`src/rtl/hpi_pkg.sv`:
```
// Shared types for the CY7C67200 host-port interface master: register selects,
// command kinds and the access sequencer states.
package hpi_pkg;

    typedef enum logic [1:0] {
        HPI_DATA    = 2'd0,
        HPI_MAILBOX = 2'd1,
        HPI_ADDRESS = 2'd2,
        HPI_STATUS  = 2'd3
    } hpi_reg_t;

    typedef enum logic [1:0] {
        KIND_RAM_RD  = 2'd0,
        KIND_RAM_WR  = 2'd1,
        KIND_MBX_WR  = 2'd2,
        KIND_STAT_RD = 2'd3
    } hpi_kind_t;

    typedef enum logic [3:0] {
        RST_HOLD,
        IDLE,
        WAIT_WR,
        SETUP,
        STROBE,
        HOLD,
        WAIT_RD,
        RECOV,
        DONE
    } hpi_state_t;

    function automatic int max3(input int a, input int b, input int c);
        int m;
        m = (a > b) ? a : b;
        return (m > c) ? m : c;
    endfunction

endpackage

```
`src/rtl/hpi_access_timer.sv`:
```
// Phase down-counter: loaded with a cycle count on phase entry, reports
// expiry in the last cycle of the phase (count == 1).
module hpi_access_timer #(
    parameter int CNT_W = 5
) (
    input  logic             clk,
    input  logic             load,
    input  logic [CNT_W-1:0] load_val,
    output logic             expired
);

    logic [CNT_W-1:0] count;

    always_ff @(posedge clk) begin
        if (load) begin
            count <= load_val;
        end else if (count > CNT_W'(1)) begin
            count <= count - 1'b1;
        end
    end

    assign expired = (count == CNT_W'(1));

endmodule

```
`src/rtl/hpi_burst_master.sv`:
```
// HPI bus master: turns burst/single-register commands into timed cs_n/r_n/w_n
// cycles, relying on the chip's address auto-increment for RAM bursts.
module hpi_burst_master
    import hpi_pkg::*;
#(
    parameter int DATA_W     = 16,
    parameter int LEN_W      = 8,
    parameter int STROBE_CYC = 4,
    parameter int RECOV_CYC  = 2,
    parameter int RST_CYC    = 16
) (
    input  logic              clk_clk,
    input  logic              reset_reset,
    input  logic              cmd_valid,
    output logic              cmd_ready,
    input  logic [1:0]        cmd_kind,
    input  logic [15:0]       cmd_addr,
    input  logic [LEN_W-1:0]  cmd_len,
    input  logic              wr_valid,
    output logic              wr_ready,
    input  logic [DATA_W-1:0] wr_data,
    output logic              rd_valid,
    input  logic              rd_ready,
    output logic [DATA_W-1:0] rd_data,
    output logic              busy,
    output logic              done,
    output logic [1:0]        otg_hpi_address,
    output logic              otg_hpi_cs_n,
    output logic              otg_hpi_r_n,
    output logic              otg_hpi_w_n,
    output logic [DATA_W-1:0] otg_hpi_data_out,
    output logic              otg_hpi_data_oe,
    input  logic [DATA_W-1:0] otg_hpi_data_in,
    output logic              otg_hpi_reset_n
);

    localparam int TMR_MAX = max3(STROBE_CYC, RECOV_CYC, RST_CYC);
    localparam int TMR_W   = $clog2(TMR_MAX + 1);

    hpi_state_t        state, next_state;
    hpi_kind_t         kind_q;
    hpi_reg_t          reg_q;
    logic [LEN_W-1:0]  wcnt;
    logic [DATA_W-1:0] data_out_q;
    logic [DATA_W-1:0] rd_data_q;

    logic              acc_write;
    logic              more_data;
    logic              wr_take;
    logic              in_access;
    logic              tmr_load;
    logic [TMR_W-1:0]  tmr_val;
    logic              tmr_expired;

    hpi_access_timer #(.CNT_W(TMR_W)) u_timer (
        .clk      (clk_clk),
        .load     (tmr_load),
        .load_val (tmr_val),
        .expired  (tmr_expired)
    );

    // Direction of the access currently in flight
    always_comb begin
        acc_write = 1'b0;
        case (reg_q)
            HPI_DATA:    acc_write = (kind_q == KIND_RAM_WR);
            HPI_MAILBOX: acc_write = 1'b1;
            HPI_ADDRESS: acc_write = 1'b1;
            default:     acc_write = 1'b0;
        endcase
    end

    // The ADDRESS phase is always followed by at least one DATA access.
    assign more_data = (reg_q == HPI_ADDRESS) || ((reg_q == HPI_DATA) && (wcnt != '0));

    always_ff @(posedge clk_clk) begin
        if (reset_reset) begin
            state <= RST_HOLD;
        end else begin
            state <= next_state;
        end
    end

    always_comb begin
        next_state = state;
        wr_take    = 1'b0;
        unique case (state)
            RST_HOLD: if (tmr_expired) next_state = IDLE;
            IDLE: begin
                if (cmd_valid) begin
                    if (hpi_kind_t'(cmd_kind) == KIND_MBX_WR) begin
                        if (wr_valid) begin
                            next_state = SETUP;
                            wr_take    = 1'b1;
                        end else begin
                            next_state = WAIT_WR;
                        end
                    end else begin
                        next_state = SETUP;
                    end
                end
            end
            WAIT_WR: begin
                if (wr_valid) begin
                    next_state = SETUP;
                    wr_take    = 1'b1;
                end
            end
            SETUP:   next_state = STROBE;
            STROBE:  if (tmr_expired) next_state = HOLD;
            HOLD:    next_state = (acc_write || rd_ready) ? RECOV : WAIT_RD;
            WAIT_RD: if (rd_ready) next_state = RECOV;
            RECOV: begin
                if (tmr_expired) begin
                    if (!more_data) begin
                        next_state = DONE;
                    end else if (kind_q != KIND_RAM_WR) begin
                        next_state = SETUP;
                    end else if (wr_valid) begin
                        next_state = SETUP;
                        wr_take    = 1'b1;
                    end else begin
                        next_state = WAIT_WR;
                    end
                end
            end
            DONE:    next_state = IDLE;
            default: next_state = IDLE;
        endcase
        if (reset_reset) begin
            wr_take = 1'b0;
        end
    end

    // Timer is reloaded on entry to each multi-cycle phase and throughout reset.
    always_comb begin
        tmr_load = 1'b0;
        tmr_val  = '0;
        if (reset_reset) begin
            tmr_load = 1'b1;
            tmr_val  = TMR_W'(RST_CYC);
        end else if ((next_state == STROBE) && (state != STROBE)) begin
            tmr_load = 1'b1;
            tmr_val  = TMR_W'(STROBE_CYC);
        end else if ((next_state == RECOV) && (state != RECOV)) begin
            tmr_load = 1'b1;
            tmr_val  = TMR_W'(RECOV_CYC);
        end
    end

    always_ff @(posedge clk_clk) begin
        if (reset_reset) begin
            kind_q     <= KIND_RAM_RD;
            reg_q      <= HPI_DATA;
            data_out_q <= '0;
            rd_data_q  <= '0;
        end else begin
            if ((state == IDLE) && cmd_valid) begin
                kind_q <= hpi_kind_t'(cmd_kind);
                wcnt   <= cmd_len;
                case (hpi_kind_t'(cmd_kind))
                    KIND_MBX_WR:  reg_q <= HPI_MAILBOX;
                    KIND_STAT_RD: reg_q <= HPI_STATUS;
                    default: begin
                        reg_q      <= HPI_ADDRESS;
                        data_out_q <= DATA_W'(cmd_addr);
                    end
                endcase
            end
            if (wr_take) begin
                data_out_q <= wr_data;
            end
            if ((state == STROBE) && tmr_expired && !acc_write) begin
                rd_data_q <= otg_hpi_data_in;
            end
            // Advance to the next DATA access; the chip increments its own address.
            if ((state == RECOV) && tmr_expired && more_data) begin
                if (reg_q == HPI_DATA) begin
                    wcnt <= wcnt - 1'b1;
                end
                reg_q <= HPI_DATA;
            end
        end
    end

    always_comb begin
        in_access        = (state == SETUP) || (state == STROBE) || (state == HOLD);
        cmd_ready        = (state == IDLE) && !reset_reset;
        wr_ready         = wr_take;
        rd_valid         = ((state == HOLD) && !acc_write) || (state == WAIT_RD);
        rd_data          = rd_data_q;
        busy             = !((state == RST_HOLD) || (state == IDLE) || (state == DONE));
        done             = (state == DONE);
        otg_hpi_address  = reg_q;
        otg_hpi_cs_n     = !in_access;
        otg_hpi_r_n      = !((state == STROBE) && !acc_write);
        otg_hpi_w_n      = !((state == STROBE) && acc_write);
        otg_hpi_data_out = data_out_q;
        otg_hpi_data_oe  = in_access && acc_write;
        otg_hpi_reset_n  = (state != RST_HOLD);
    end

endmodule
```
`config.mk`:
```
export PLATFORM = sky130hd
export DESIGN_NAME = hpi_burst_master
export DESIGN_NICKNAME = d
export VERILOG_FILES = /design/src/rtl/hpi_pkg.sv /design/src/rtl/hpi_access_timer.sv /design/src/rtl/hpi_burst_master.sv
export SDC_FILE = /design/constraint.sdc
export NUM_CORES = 1
export LEC_CHECK = 0
export CORE_ASPECT_RATIO = 0.6
export CORE_UTILIZATION = 44
export CTS_CLUSTER_SIZE = 10
export DETAILED_ROUTE_END_ITERATION = 10
export GPL_ROUTABILITY_DRIVEN = 0
export PLACE_DENSITY = 0.83
export SYNTH_ARGS = -nofsm -noshare
export SYNTH_HDL_FRONTEND = slang
export SYNTH_SLANG_ARGS = --single-unit
```
`constraint.sdc`:
```
create_clock -name clk_clk -period 3.21 [get_ports clk_clk]
set_clock_uncertainty 0.05 [all_clocks]
set_input_delay 0.4815 -clock clk_clk [delete_from_list [all_inputs] [get_ports clk_clk]]
set_output_delay 0.4815 -clock clk_clk [all_outputs]
set_load 0.01 [all_outputs]
```
; After elaboration in Yosys (flattened, before gate mapping)
; Index checks and enable logic that the tools add are counted.
[word_totals]
register_bits = 53
latchBits = 0
ramBits = 0
romBits = 0
out_inout_bits = 44
word_cells = 102
n_memories = 0
[classes]
n_addsub = 2
mul = 0
n_div = 0
order_cmp = 1
n_eq_ne = 20
shift = 0
muxes = 36
n_bitwise = 0
n_reduce_logical = 36
[ops]
columns = op, count
row1 = 16-bit 2-to-1 mux, 3
row2 = 4-bit 2-to-1 mux, 9
row3 = 4-bit one-hot mux with 8 select lines, 1
row4 = "4-bit by 3-bit == test with 1-bit output, second input constant", 6
row5 = 8-bit 2-to-1 mux, 3
row6 = 5-bit 2-to-1 mux, 3
row7 = 1-bit logical AND, 13
row8 = 1-bit 2-to-1 mux, 12
row9 = "4-bit by 2-bit == test with 1-bit output, second input constant", 2
row10 = "4-bit by 3-bit inequality test with 1-bit output, second input constant", 2
row11 = 8-bit nonzero test, 1
row12 = "8-bit by 1-bit subtractor with 8-bit output, second input constant", 1
row13 = 1-bit logical OR, 7
row14 = "2-bit == test, second input constant", 3
row15 = 1-bit zero test, 6
row16 = 2-bit OR reduction, 3
row17 = "5-bit by 1-bit == test with 1-bit output, second input constant", 1
row18 = "5-bit by 1-bit > comparator with 1-bit output, second input constant", 1
row19 = "5-bit by 1-bit subtractor with 5-bit output, second input constant", 1
row20 = "2-bit by 1-bit == test with 1-bit output, second input constant", 2
row21 = "4-bit by 1-bit == test with 1-bit output, second input constant", 1
row22 = "4-bit == test, second input constant", 1
row23 = 4-bit zero test, 1
row24 = "2-bit by 1-bit inequality test with 1-bit output, second input constant", 2
row25 = 9 further kinds, 10

; Depth between registers and ports, before layout
; Gate-level depths: netlist (run 1).
[logic_depth]
depth_word = 12
depth_mapped = 10
depth_no_buf = 7

; By module
; A second synthesis (run 1) with hierarchy kept.
[hier_totals]
cells_unflattened = 306
area_unflattened_um2 = 2944.1
[by_module_without_submodules]
columns = mod, n_inst, cells_per_inst, area_per_inst_um2
row1 = hpi_burst_master, 1, 277, 2635.0
row2 = hpi_access_timer, 1, 29, 309.0

; Worst setup path after synthesis (run 1)
; Ideal clock, no wire load.
[synth_timing]
path_kind = register to register
start = register u_timer.count[1]
end = register wcnt[3] (data pin)
setup_time_ns = 0.261
t_arrival_ns = 2.056
setup_slack_ns = 0.843
stages_incl_launch_ff = 10
cell_sequence = edfxtp_1 inv_1 ha_1 or4b_4 buf_6 nor3b_2 nand2_1 clkbuf_1 o32ai_1 nor2_1
[synth_between]
elab_chain_len = 4
[synth_rtl]
columns = item, line_no
row1 = start: declaration, hpi_access_timer.sv:12  ; logic [CNT_W-1:0] count;
row2 = start signal: assignment, hpi_access_timer.sv:16  ; count <= load_val;
row3 = start signal: assignment, hpi_access_timer.sv:18  ; count <= count - 1'b1;
row4 = 5-bit by 1-bit == test with 1-bit output, hpi_access_timer.sv:22  ; assign expired = (count == CNT_W'(1));
row5 = 1-bit logical AND (2 in a row), hpi_burst_master.sv:177  ; if ((state == RECOV) && tmr_expired && more_data) begin
row6 = 8-bit 2-to-1 mux, hpi_burst_master.sv:177
row7 = end signal: assignment, hpi_burst_master.sv:160  ; wcnt <= cmd_len;
row8 = end signal: assignment, hpi_burst_master.sv:179  ; wcnt <= wcnt - 1'b1;
row9 = end: declaration, hpi_burst_master.sv:43  ; logic [LEN_W-1:0] wcnt;
; Every way passes these cells.
; A chain may end at the register's enable or synchronous reset.

; Worst setup path in the final report (run 1)
[layout_timing]
start = register u_timer.count[1]
end = output wr_ready
[layout_between]
elab_chain_len = 4
[layout_rtl]
columns = item, line_no
row1 = 5-bit by 1-bit == test with 1-bit output, hpi_access_timer.sv:22
row2 = 1-bit 2-to-1 mux, hpi_burst_master.sv:114  ; if (tmr_expired) begin
row3 = 1-bit one-hot mux with 3 select lines, hpi_burst_master.sv:87  ; unique case (state)
row4 = 1-bit 2-to-1 mux, hpi_burst_master.sv:130  ; if (reset_reset) begin
row5 = end: declaration, hpi_burst_master.sv:20  ; output logic wr_ready,
; Every way passes these cells.

==> impl_metrics.toml, run 1 <==
[clock_tree]
h-tree-depth = 2
holdBufCountCts = 0
cts_resized = 0
cts_tree = "built"
clk-insertion-delay-late_ps = 310
cts-buffers-inserted = 5
clock_path_buffers = 2
post_cts_buffers = 0
root_buffer = "clkbuf_8"
cts_sinks = 53
clk_pin_slew_worst_paths_ps = 100

[logic_synthesis]
synth_cell_type_count = 59
synth_ff_type = "dfxtp_1"
synthesis.nets = 356
syn_area_per_cell_um2 = 9.73
synth-edff-count = 13
ys_async_sr_fraction_pct = 0
ys_ff_latch = 53
netlist_instances = 287
synth_area_um2 = 2790
ys_seq_area_share_pct = 42.7
yosysWarnings = 0

[pwr]
swShare_pct = 27.7
powerDensity_nw_per_um2 = 393
power_frac_seq_pct = 50.0
p_leak_nw = 1.48
vdd_drop_max_uv = 198
power.internal_mw = 1.14
p_switching_mw = 0.436
clkPwrFrac_pct = 27.2
p_comb_share_pct = 22.8
total_power_mw = 1.58

[floorplanning]
dieArea_um2 = 6680
die_w_um = 105
die_h_um = 63.7
start_util_pct = 45.7
num_rows = 22
core_um2 = 6110
ios = 107

[sta]
finalCriticalPeriod_ps = 3070
slew_viol_final = 0
hold_violations = 0
fin_setup_tns_ps = 0
finalCritPeriodShare_pct = 95.7
holdWs_ps = 440
rsz0062_at_grt = "no"
fmax_mhz = 326
slew_headroom_pct = 59.9
worstMarginPinSlew_ps = 601
setup_viol = 0

[critical_path]
crit_chain = "inv_1 -> ha_1 -> or4b_4 -> nor2b_4 -> a31oi_2 -> nor2_2 -> clkdlybuf4s50_1"
ff2ff_path_depth = 5
crit_required_ps = 2680
cp_max_fo = 7
reg2reg_from = "state[2]"
slowest_stage = "clkdlybuf4s50_1"
critPathArrivalTime_ps = 2540
start_kind = "flip-flop"
worstSetupStartpoint = "u_timer.count[1]"
worstSetupPathType = "reg -> out"
end_kind = "output port"
critPathMaxStageDelay_ps = 580

[cells_and_area]
layout_common_cells = "106 x clkdlybuf4s50_1, 40 x dfxtp_1, 29 x nor2_1, 17 x mux2i_1, 16 x nand2_1"
drive_above_1_share_pct = 11.5
final_nets = 461
diodes = 0
layout_commonest_cell = "clkdlybuf4s50_1"
fillers = 519
area_growth_pct = 43.6

[global_routing]
grt_pass1_wl_um = 11600
grt_pass1_vias = 2458
antenna_found_initial = 0
grt_max_degree = 24
grt_usage_pct = 21.8
overflow = 0

[run]
drv_cap = 0

[hold_path]
min_from = "kind_q[0]"
hp-class = "reg -> reg"
whs_path_depth = 2

[placed_design]
place_hpwl_um = 5310
port-buffer-count = 106

[route]
wl_per_cell_um = 14.8
ant_nets = 0
wl_um = 7080
num_vias = 2522
viasPerCell = 5.29
first_pass_iters = 4
drc = 0
drt_first_iter_violations = 100

[outcome]
outcome = "complete, no violations"
-- cells in the mapped netlist (2+ instances only) --
cell type	number	share of area, %
and2_2	9	2.4
nor3b_1	2	0.54
edfxtp_1	13	14
clkbuf_1	7	0.94
buf_4	2	0.54
nand2b_1	2	0.45
xnor2_1	4	1.3
and2b_1	2	0.54
nor3_1	3	0.54
mux2i_1	17	6.1
o21a_1	2	0.54
dfxtp_1	40	29
buf_2	2	0.36
and3_1	3	0.67
nor4b_1	2	0.63
a221o_1	11	3.9
nand3b_1	2	0.54
nand3_1	8	1.4
o22ai_1	4	0.90
inv_1	15	2.0
a21oi_1	15	2.7
nand2_1	16	2.2
buf_6	5	2.0
a221o_2	6	2.4
a31oi_1	2	0.45
nor2_1	29	3.9
and2_1	12	2.7
ha_1	6	2.7
a211oi_1	3	0.81
nor2b_1	3	0.67
o21ai_0	10	1.8
a21o_1	3	0.81
-- power by group through the flow --
stage / clock network [mW] / logic, mW / registers, mW
4_1_cts: 0.435 / 0.359 / 0.787
2_1_floorplan: 0 / 0.212 / 0.786
3_5_place_dp: 0 / 0.355 / 0.802
5_1_grt: 0.465 / 0.395 / 0.795
3_3_place_gp: 0 / 0.343 / 0.797
6_report: 0.429 / 0.359 / 0.787
-- through the flow --
stage / cell area (um^2) / std cells / setup slack, ps / util [%]
finish: 4010 / 477 / 139 / 65.6
global placement: 3900 / 469 / 320 / 63.9
global route: 4010 / 477 / 26.0 / 65.6
floorplan: 2790 / 287 / 843 / -
CTS: 4010 / 477 / 144 / 65.6
detailed placement: 3900 / 469 / 295 / 63.9
-- final timing paths --
check                endpoint  slack [ps]
min reg2reg         kind_q[0]         440
max                  wr_ready         140
min                 kind_q[0]         440
max reg2reg  u_timer.count[4]         470
-- flip-flops by register name (all words and copies together) (netlist names) --
name and count:
u_timer.count 5, otg_hpi_data_out 16, rd_data 16, wcnt 8, state 4, otg_hpi_address 2, kind_q 2
-- critical path, delay by kind of cell, from the launching register on --
family          cells  cell delay (ps)
flops               1              400
compound gates      1              110
simple gates        3              850
fa+ha+maj           1              180
buf+inv             2              700
-- final cells by class --
class,instances,area [um^2],share of cell area (%)
Inverter,15,56.3,1.40
Tap cell,84,105,2.62
Multi-Input combinational cell,202,1420,35.5
Timing Repair Buffer,115,1130,28.2
Clock inverter,1,8.76,0.218
Clock buffer,7,97.6,2.43
Sequential cell,53,1190,29.7
-- cells by family (layout without fill, tap and decap cells) --
| logic type | after synthesis | after routing | synth area share [%] |
|---|---|---|---|
| DFF | 53 | 53 | 42.7 |
| muxes | 18 | 18 | 6.50 |
| adders and majority gates | 6 | 6 | 2.69 |
| xor gates and xnor gates | 4 | 4 | 1.25 |
| AOI/OAI and AO/OA | 66 | 66 | 18.0 |
| and+or+nand+nor | 108 | 108 | 22.5 |
| buffers and inverters | 32 | 138 | 6.41 |
-- routing by layer --
metal,global-route usage (%),share of wire (%)
met5,0,0
met4,4.58,0.42
met2,36.3,46
met1,28.1,45
met3,6.42,8.4
(Power assumes the default switching activity.)
==> run 2, diff against run 1 <==
--- a/config.mk
+++ b/config.mk
@@ -10,7 +10,7 @@
 export CTS_CLUSTER_SIZE = 10
 export DETAILED_ROUTE_END_ITERATION = 10
 export GPL_ROUTABILITY_DRIVEN = 0
-export PLACE_DENSITY = 0.83
+export PLACE_DENSITY_LB_ADDON = 0.08
 export SYNTH_ARGS = -nofsm -noshare
 export SYNTH_HDL_FRONTEND = slang
 export SYNTH_SLANG_ARGS = --single-unit
==> impl_metrics.toml, run 2 (same netlist as run 1, synthesis figures left out) <==
[sta]
fin_setup_tns_ps = 0
fmax_mhz = 328
setup_viol = 0
slew_viol_final = 0
hold_violations = 0
rsz0062_at_grt = "no"
finalCriticalPeriod_ps = 3050
worstMarginPinSlew_ps = 789
slew_headroom_pct = 47.1
finalCritPeriodShare_pct = 95.0

[route]
ant_nets = 0
drt_first_iter_violations = 128
num_vias = 2490
first_pass_iters = 6
wl_um = 7100
drc = 0
wl_per_cell_um = 15.0
viasPerCell = 5.25

[cells_and_area]
layout_commonest_cell = "clkdlybuf4s50_1"
final_nets = 458
fillers = 508
layout_common_cells = "106 x clkdlybuf4s50_1, 40 x dfxtp_1, 29 x nor2_1, 17 x mux2i_1, 16 x nand2_1"
drive_above_1_share_pct = 11.5
diodes = 0
seqCellArea_um2 = 1190
utilization_pct = 65.5
area_growth_pct = 43.5
multi_input_area_um2 = 1430
final-instance-count-excl-fill = 474

[critical_path]
slowest_stage = "clkdlybuf4s50_1"
start_kind = "flip-flop"
ff2ff_path_depth = 5
critPathArrivalTime_ps = 2520
crit_end = "wr_ready"
r2r-end = "u_timer.count[0]"
worstSetupPathType = "reg -> out"
reg2reg_from = "state[2]"
cp_max_fo = 7
r2r_slack_ps = 450
crit_chain = "inv_1 -> ha_1 -> or4b_4 -> nor2b_4 -> a31oi_2 -> nor2_2 -> clkdlybuf4s50_1"
end_kind = "output port"
worstSetupStartpoint = "u_timer.count[1]"
critPathMaxStageDelay_ps = 570
crit_required_ps = 2680

[hold_path]
hp-class = "reg -> reg"
whs_path_depth = 2

[floorplanning]
start_util_pct = 45.7
num_rows = 22
die_w_um = 105
die_h_um = 63.7
dieArea_um2 = 6680
ios = 107
core_um2 = 6110

[clock_tree]
cts-buffers-inserted = 5
h-tree-depth = 2
root_buffer = "clkbuf_8"
clk-insertion-delay-late_ps = 310
clock_path_buffers = 2
cts_sinks = 53
clk_pin_slew_worst_paths_ps = 100
holdBufCountCts = 0
cts_tree = "built"

[global_routing]
grt_usage_pct = 22.3
grt_pass1_wl_um = 11700
grt_pass1_vias = 2355
antenna_found_initial = 0
overflow = 0
grt_max_degree = 23

[run]
drv_cap = 0

[pwr]
vdd_drop_max_uv = 190
p_leak_nw = 1.47
powerDensity_nw_per_um2 = 397

[placed_design]
place_hpwl_um = 5290
dp_cells = 466
port-buffer-count = 106

[outcome]
outcome = "complete, no violations"
run 2: cell type report:
cell class,instances,share of cell area [%]
multi-input combinational,202,35.8
sequential,53,29.7
timing repair buffer,112,27.6
clock buffer,7,2.69
tap,84,2.62
inverter,15,1.41
clock inverter,1,0.156
run 2: critical path, delay by kind of cell, from the launching register on:
kind | cells | cell delay [ps]
and+or+nand+nor | 3 | 840
buffers and inverters | 2 | 680
DFF | 1 | 390
AOI/OAI and AO/OA | 1 | 110
adders and majority gates | 1 | 170
run 2: routing by layer:
metal	GRT usage [%]	wire length [um]	share of wire, %
met5	0	0	0
met4	6.34	70	0.99
met3	5.59	514	7.2
met2	31.2	2820	40
met1	33.2	3690	52
run 2: per-stage QoR:
| stage | hold WS (ps) | area (um^2) | power [mW] | setup slack (ps) |
|---|---|---|---|---|
| CTS | 420 | 3990 | 1.60 | 119 |
| detailed placement | 405 | 3880 | 1.15 | 312 |
| global route | 438 | 4010 | 1.68 | 51.5 |
| global placement | 403 | 3880 | 1.14 | 320 |
| finish | 417 | 4010 | 1.59 | 160 |
| floorplan | 390 | 2790 | 0.999 | 843 |
run 2: how the worst min path moves through the flow:
stage	endpoint	slack, ps	start
after floorplan	kind_q[1]	390	kind_q[1]
after global placement	kind_q[1]	400	kind_q[1]
after detailed placement	kind_q[1]	410	kind_q[1]
after CTS	kind_q[1]	420	kind_q[1]
after global routing	kind_q[1]	440	kind_q[1]
final	kind_q[1]	420	kind_q[1]
run 2: timing repair:
item	CTS	global route
setup endpoints to repair	0	1
setup buffers	0	0
resized for setup	0	2
run 2: power breakdown:
part	leakage (nW)	internal, mW	total (mW)	switching [mW]
registers	0.455	0.740	0.787	0.0463
clock network	0.0599	0.223	0.452	0.229
logic	0.957	0.194	0.353	0.160
total	1.47	1.16	1.59	0.435
